$ cat src/rtl/dcache_flush_ctrl.sv
// dcache_flush_ctrl: miss sequencer that writes back a dirty line word by word, then refills it from memory
module dcache_flush_ctrl #(
  parameter int DATABITS = 32,
  parameter int ADDRBITS = 32,
  parameter int CACHEADDRBITS = 5,
  parameter int BANKNUM = 4
) (
  input  logic                clk,
  input  logic                reset_n,
  input  logic [ADDRBITS-1:0] cpu_addr,
  input  logic                cpu_rdreq,
  input  logic                cpu_wrreq,
  output logic                cpu_stall,
  input  logic                line_miss,
  input  logic                line_dirty,
  input  logic [ADDRBITS-1:0] line_memory_section,
  input  logic [DATABITS-1:0] line_out,
  output logic                flush_mode,
  output logic                flush_we,
  output logic                flush_queue_rdreq,
  output logic                flush_queue_wrreq,
  output logic [ADDRBITS-1:0] flush_addr,
  output logic [DATABITS-1:0] flush_in,
  output logic [BANKNUM-1:0]  flush_byteenable,
  output logic [ADDRBITS-1:0] mem_addr,
  output logic                mem_rdreq,
  output logic                mem_wrreq,
  output logic [DATABITS-1:0] mem_out,
  input  logic [DATABITS-1:0] mem_in,
  input  logic                mem_ack
);
  localparam int L = CACHEADDRBITS + 2;
  typedef enum logic [2:0] {IDLE, WB_RD, WB_WR, FILL, DONE} state_t;
  state_t state, s;
  logic [CACHEADDRBITS-1:0] idx;
  logic [ADDRBITS-1:0] r_wb_base, r_fill_base, wb_addr, fill_addr;
  logic [DATABITS-1:0] r_wdata;
  logic first, miss, last;
  assign miss = (cpu_rdreq | cpu_wrreq) & line_miss;
  assign last = &idx;
  assign s = reset_n ? state : IDLE;
  assign wb_addr = {r_wb_base[ADDRBITS-1:L], r_wb_base[L-1:0] + {idx, 2'b00}};
  assign fill_addr = {r_fill_base[ADDRBITS-1:L], r_fill_base[L-1:0] + {idx, 2'b00}};
  always_ff @(posedge clk)
    if (!reset_n) begin
      state <= IDLE;
      idx <= '0;
      r_wb_base <= '0;
      r_fill_base <= '0;
      r_wdata <= '0;
      first <= 1'b0;
    end else
      case (state)
        IDLE: if (miss) begin
          r_fill_base <= cpu_addr & {{(ADDRBITS-L){1'b1}}, {L{1'b0}}};
          r_wb_base <= line_memory_section;
          idx <= '0;
          state <= line_dirty ? WB_RD : FILL;
        end
        WB_RD: begin
          first <= 1'b1;
          state <= WB_WR;
        end
        WB_WR: begin
          first <= 1'b0;
          if (first) r_wdata <= line_out;
          if (mem_ack) begin
            idx <= idx + 1'b1;
            state <= last ? FILL : WB_RD;
          end
        end
        FILL: if (mem_ack) begin
          idx <= idx + 1'b1;
          if (last) state <= DONE;
        end
        default: state <= IDLE;
      endcase
  assign cpu_stall = (s != IDLE) | miss;
  assign flush_mode = s != IDLE;
  assign flush_queue_rdreq = s == WB_RD;
  assign mem_wrreq = s == WB_WR;
  assign mem_rdreq = s == FILL;
  assign flush_we = mem_rdreq & mem_ack;
  assign flush_queue_wrreq = flush_we;
  assign flush_byteenable = {BANKNUM{flush_we}};
  assign flush_in = flush_we ? mem_in : '0;
  assign mem_addr = mem_wrreq ? wb_addr : mem_rdreq ? fill_addr : '0;
  assign mem_out = mem_wrreq ? (first ? line_out : r_wdata) : '0;
  assign flush_addr = flush_queue_rdreq ? wb_addr : flush_we ? fill_addr : '0;
endmodule

$ cat config.mk
export PLATFORM = sky130hd
export DESIGN_NAME = dcache_flush_ctrl
export DESIGN_NICKNAME = d
export VERILOG_FILES = /design/src/rtl/dcache_flush_ctrl.sv
export SDC_FILE = /design/constraint.sdc
export NUM_CORES = 1
export LEC_CHECK = 0
export BUFFER_PORTS_ARGS = -buffer_cell sky130_fd_sc_hd__buf_2
export CAP_MARGIN = 20
export CORE_MARGIN = 5
export CORE_UTILIZATION = 45
export CTS_CLUSTER_SIZE = 10
export DETAILED_ROUTE_END_ITERATION = 10
export GPL_ROUTABILITY_DRIVEN = 0
export GPL_TIMING_DRIVEN = 1
export HOLD_SLACK_MARGIN = 0.06
export PLACE_DENSITY = 0.81
export SETUP_SLACK_MARGIN = 0.5
export SKIP_LAST_GASP = 1
export SLEW_MARGIN = 20
export SYNTH_ARGS = -nofsm -noshare
export SYNTH_HDL_FRONTEND = slang
export SYNTH_SLANG_ARGS = --single-unit
$ cat constraint.sdc
create_clock -name clk -period 2.51 [get_ports clk]
set_input_delay 0.251 -clock clk [delete_from_list [all_inputs] [get_ports clk]]
set_output_delay 0.251 -clock clk [all_outputs]
set_load 0.03 [all_outputs]
==> results of run 1 <==
## worst max-delay path, stage by stage (launching register included)
cell       delay [ns]
dfxtp_2          0.36
ha_4             0.14
inv_2            0.03
fa_2             0.34
nand2b_4         0.15
o2bb2ai_2        0.14
mux2i_1          0.22
mux2i_2          0.28
buf_6            0.17
## kinds of logic after synthesis
logic type	Yosys count
buffers and inverters	72
AOI/OAI and AO/OA	170
adders and majority gates	7
muxes	36
and+or+nand+nor	226
DFF	98
xor gates and xnor gates	2
## cells in the mapped netlist (7+ instances only)
cell	instances	area (um^2)
nand2_1	122	458
dfxtp_1	98	1960
a22o_1	89	780
a21oi_1	62	310
nor2_1	41	154
mux2i_1	36	360
and3_1	34	213
buf_2	25	125
clkbuf_1	23	86.3
nand3_1	10	50.1
o21ai_0	8	40.0
buf_4	7	52.6
inv_1	7	26.3
## layer usage
layer  global-route usage (%)  vias up
li1                         -     2718
met1                     28.8     2726
met2                     44.2      322
met3                     6.37       52
met4                     9.98        2
met5                        0        -
## state kept, by name, indices dropped and copies added, names as in the netlist
signal	cells
first	1
r_fill_base	25
state	3
r_wdata	32
idx	5
r_wb_base	32
## through the flow
step	hold slack [ns]	util (%)	instance area (um^2)
2_1_floorplan	0.379	-	5070
3_3_place_gp	0.449	59.3	6460
3_5_place_dp	0.454	59.3	6460
4_1_cts	0.0983	69.2	7530
5_1_grt	0.0997	75.5	8220
6_report	0.108	75.5	8220
## area by class of cell
class                      instances  area (um^2)  share of cell area (%)
timing repair buffer             330         2860                    34.8
inverter                           9         36.3                   0.442
clock buffer                      10          138                    1.68
tap                              140          175                    2.13
clock inverter                     6         71.3                   0.868
multi-input combinational        443         2960                    36.0
sequential                        98         1980                    24.2
## placed cells by master (no fill, tap or decap), drive strengths merged, types with 2 or more instances in the layout
cell type	n
o21ai	8
o21a	3
nor2b	2
a22o	89
mux2i	36
nand2b	3
nor3	2
xnor2	2
dfxtp	98
nand3	10
nand3b	3
nand2	122
and3	34
a21oi	62
ha	6
a31oi	3
buf	305
inv	12
clkbuf	35
and2	8
nor2	41
## path summary, 6_finish.rpt
| kind | from | endpoint | cells after the start |
|---|---|---|---|
| setup / recovery | r_wb_base[2] | flush_addr[6] | 8 |
| hold / removal | cpu_addr[20] | r_fill_base[20] | 3 |
| setup reg to reg | state[1] | r_wb_base[29] | 8 |
| hold reg to reg | r_wb_base[4] | r_wb_base[4] | 2 |
## where the power goes
group	internal (mW)	total, mW	switching, mW
combinational	0.370	0.802	0.432
clock	0.501	1.09	0.585
sequential	1.63	1.71	0.0787
total	2.50	3.60	1.10
## timing repair
action                                  in CTS  in global routing
buffers inserted                            22                  9
endpoints found under the hold margin        0                  0
gates cloned                                 9                  7
pin swaps                                   39                 29
endpoints found under the setup margin     168                137
gates resized for setup                    152                194
==> flow_metrics.env, run 1 <==
export IMPL_cts_hold_buf=0
export IMPL_maxCapViolCount=0
export IMPL_synthArstFlopShare_pct=0
export IMPL_clockBufferDepth=2
export IMPL_rsz0062_at_grt="yes"
export IMPL_met3_length_mm=1.81
export IMPL_synth_top_family_by_area="compound AO/OA/AOI/OAI gates"
export IMPL_initial_core_util_pct=46.2
export IMPL_diodes=0
export IMPL_place_ws_ns=0.400
export IMPL_rows=38
export IMPL_cts_root_buf="clkbuf_8"
export IMPL_synthesis_area_um2=5030
export IMPL_yosys_cell_types_count=36
export IMPL_synth_simple_area_share_pct=20.3
export IMPL_grt_pass1_wl_mm=26.7
export IMPL_finalHoldViolCount=0
export IMPL_synth_nets=753
export IMPL_cts_tree="done"
export IMPL_routed_wl_mm=19.4
export IMPL_via_count=5820
export IMPL_drt_iter0_drc=427
export IMPL_p_leak_nw=3.68
export IMPL_critPathRequiredTime_ns=2.26
export IMPL_io_buffer_count=266
export IMPL_placed_cells=973
export IMPL_cp_start_kind="register"
export IMPL_top_layer="met5"
export IMPL_synth_compound_area_share_pct=24.1
export IMPL_synth_edf_count=0
export IMPL_tightest_slew_ns=0.625
export IMPL_grt_overflow=0
export IMPL_clkTransAtPathRegs_ns=0.10
export IMPL_avgSynthCellArea_um2=8.24
export IMPL_critPathCaptureType="output port"
export IMPL_pin_count=274
export IMPL_r2r_slack_ns=0.60
export IMPL_power_density_nw_per_um2=438
export IMPL_fp_coreArea_um2=10900
export IMPL_post_drt_wl_per_cell_um=18.7
export IMPL_drive_gt1_share_pct=45.5
export IMPL_drv_slew=0
export IMPL_setup_viol=0
export IMPL_nFillCells=742
export IMPL_synth_seq_cells=98
export IMPL_seq_area_frac_synth_pct=39.0
export IMPL_grt_max_degree=55
export IMPL_worstPathArrival_ns=2.18
export IMPL_syn_inst=611
export IMPL_status="finished, final reports clean"
export IMPL_yosys_warnings=0
export IMPL_firstDrtPassIters=6
export IMPL_h_tree_depth=3
export IMPL_synth_xor_area_share_pct=0.348
export IMPL_final_cells=1036
export IMPL_die_y_um=116
export IMPL_fp_dieW_um=116
export IMPL_post_dp_hpwl_mm=11.0
export IMPL_ir_drop_uv=299
export IMPL_antenna_found_initial=1
export IMPL_hold_path_class="in2reg"
export IMPL_fin_tns_setup_ns=0
export IMPL_clkLatencyLatePin_ns=0.36
export IMPL_power_total_mw=3.60
export IMPL_path_class="reg2out"
export IMPL_synth_main_ff_cell="dfxtp_1"
export IMPL_max_slew_margin_pct=58.4
export IMPL_setup_ws_ns=0.0746
export IMPL_cts_sinks=98
export IMPL_via_per_inst=5.62
export IMPL_fin_crit_sh_pct=97.0
export IMPL_drcViolationCount=0
export IMPL_path_max_fanout=2
export IMPL_drt_met1_wl_mm=7.15
export IMPL_grt_pass1_vias=5418
export IMPL_area_growth_pct=63.2
export IMPL_nets=1033
export IMPL_fmax_mhz=411
export IMPL_die_area_um2=13400
export IMPL_grt_use_total_pct=25.0
export IMPL_clock_skew_final_ns=0.00721
export IMPL_muxShareOfSynthArea_pct=7.16
export IMPL_fin_crit_ns=2.44
export IMPL_cts_made_buffers=9
export IMPL_dr_wl_met2_mm=9.77
export IMPL_ant_nets=0
export IMPL_synthAdderAreaFrac_pct=1.89
(Power assumes the default switching activity.)
==> run 2, diff against run 1 <==
--- a/config.mk
+++ b/config.mk
@@ -8,13 +8,13 @@
 export BUFFER_PORTS_ARGS = -buffer_cell sky130_fd_sc_hd__buf_2
 export CAP_MARGIN = 20
 export CORE_MARGIN = 5
-export CORE_UTILIZATION = 45
+export CORE_UTILIZATION = 41
 export CTS_CLUSTER_SIZE = 10
 export DETAILED_ROUTE_END_ITERATION = 10
 export GPL_ROUTABILITY_DRIVEN = 0
 export GPL_TIMING_DRIVEN = 1
 export HOLD_SLACK_MARGIN = 0.06
-export PLACE_DENSITY = 0.81
+export PLACE_DENSITY = 0.77
 export SETUP_SLACK_MARGIN = 0.5
 export SKIP_LAST_GASP = 1
 export SLEW_MARGIN = 20
==> constraint.sdc (replaced) <==
create_clock -name clk -period 2.1 [get_ports clk]
set_input_delay 0.21 -clock clk [delete_from_list [all_inputs] [get_ports clk]]
set_output_delay 0.21 -clock clk [all_outputs]
set_load 0.03 [all_outputs]
==> flow_metrics.env, run 2 (synthesized netlist as in run 1, its figures left out) <==
export IMPL_final_util_pct=92.3
export IMPL_path_max_fanout=2
export IMPL_clock_skew_final_ns=0.0240
export IMPL_tightest_slew_ns=1.05
export IMPL_rsz0062_at_grt="yes"
export IMPL_fp_dieW_um=121
export IMPL_area_growth_pct=120
export IMPL_post_dp_hpwl_mm=11.2
export IMPL_cts_made_buffers=9
export IMPL_grt_max_degree=63
export IMPL_status="finished with violations"
export IMPL_fin_crit_ns=2.45
export IMPL_maxCapViolCount=0
export IMPL_grt_overflow=0
export IMPL_drt_met1_wl_mm=11.1
export IMPL_via_count=7172
export IMPL_pin_count=274
export IMPL_worstPathArrival_ns=2.24
export IMPL_top_layer="met4"
export IMPL_die_area_um2=14600
export IMPL_drcViolationCount=0
export IMPL_finalHoldViolCount=0
export IMPL_h_tree_depth=3
export IMPL_clkTransAtPathRegs_ns=0.07
export IMPL_drt_iter0_drc=794
export IMPL_grt_pass1_vias=6597
export IMPL_path_class="reg2out"
export IMPL_p_int_mw=3.79
export IMPL_dr_wl_met2_mm=16.0
export IMPL_placed_cell_area_um2=6820
export IMPL_fin_hold_ws_ns=0.0822
export IMPL_p_switching_mw=1.97
export IMPL_violations="negative setup slack"
export IMPL_met3_length_mm=3.32
export IMPL_max_slew_margin_pct=30.0
export IMPL_io_buffer_count=266
export IMPL_clockBufferDepth=2
export IMPL_rows=40
export IMPL_hold_path_class="in2reg"
export IMPL_cp_start_kind="register"
export IMPL_top_regs="r_wb_base (32), r_wdata (32), r_fill_base (25)"
export IMPL_power_total_mw=5.76
export IMPL_fmax_mhz=408
export IMPL_sequentialPowerShare_pct=36.5
export IMPL_critPathRequiredTime_ns=1.89
export IMPL_fin_tns_setup_ns=-1.19
export IMPL_drive_gt1_share_pct=71.1
export IMPL_grt_use_total_pct=33.1
export IMPL_p_sw_share_pct=34.2
export IMPL_layout_commonest_cell="buf_6"
export IMPL_finalInstanceArea_um2=11100
export IMPL_critPathCaptureType="output port"
export IMPL_pwr_share_clk_pct=31.3
export IMPL_firstDrtPassIters=6
export IMPL_cts_tree="done"
export IMPL_drv_slew=0
export IMPL_p_leak_nw=4.93
export IMPL_antenna_found_initial=2
export IMPL_initial_core_util_pct=41.9
export IMPL_layout_common_cells="buf_6, buf_2, dfxtp_1, a21oi_2, nand2_1"
export IMPL_cts_hold_buf=0
export IMPL_setup_viol=18
export IMPL_fp_coreArea_um2=12000
export IMPL_cts_sinks=98
export IMPL_via_per_inst=6.50
export IMPL_power_density_nw_per_um2=519
export IMPL_cts_root_buf="clkbuf_16"
export IMPL_routed_wl_mm=33.0
export IMPL_place_ws_ns=0.0507
export IMPL_p_comb_share_pct=32.3
export IMPL_setup_ws_ns=-0.349
export IMPL_grt_pass1_wl_mm=37.5
export IMPL_ir_drop_uv=498
export IMPL_nets=1088
export IMPL_fin_crit_sh_pct=117
export IMPL_die_y_um=121
export IMPL_placed_cells=983
export IMPL_ant_nets=0
export IMPL_final_cells=1103
export IMPL_clkLatencyLatePin_ns=0.38
export IMPL_post_drt_wl_per_cell_um=30.0
==> run 2: power by group through the flow <==
stage	clock (mW)	sequential, mW	combinational [mW]
CTS	1.73	2.05	1.36
finish	1.80	2.10	1.86
global route	1.85	2.10	1.90
detailed placement	0	2.07	0.805
floorplan	0	2.05	0.542
global placement	0	2.07	0.796
==> run 2: area by class of cell <==
type | count | area [um^2]
multi-input combinational | 444 | 4340
timing repair buffer | 384 | 4230
sequential | 98 | 1980
fill | 402 | 921
clock buffer | 10 | 239
tap | 147 | 184
clock inverter | 6 | 65.1
inverter | 9 | 38.8
antenna | 5 | 12.5
==> run 2: metal layers <==
layer	up-vias	track usage (%)
li1	2854	-
met1	3429	35.8
met2	645	59.9
met3	244	7.95
met4	0	16.4
met5	-	0
==> run 2: repair_timing <==
item / in CTS / in global routing
gates cloned: 30 / 6
pin swaps: 99 / 126
endpoints found under the setup margin: 217 / 234
setup buffers: 43 / 20
gates resized for setup: 398 / 267
==> run 2: critical path, stage by stage, from the launching register on <==
cell and delay [ns]:
dfxtp_2 0.36, ha_4 0.14, inv_2 0.04, fa_2 0.33
nand2b_4 0.15, o2bb2ai_2 0.15, mux2i_2 0.25, mux2i_2 0.29
buf_6 0.17
==> run 2: final timing paths <==
check                         start  cells past startpoint  slack (ns)              end
max                    r_wb_base[2]                      8       -0.35    flush_addr[6]
min reg2reg             r_wdata[27]                      1        0.48      r_wdata[27]
max reg2reg                state[2]                     12       -0.04  r_fill_base[14]
min          line_memory_section[6]                      3        0.08     r_wb_base[6]
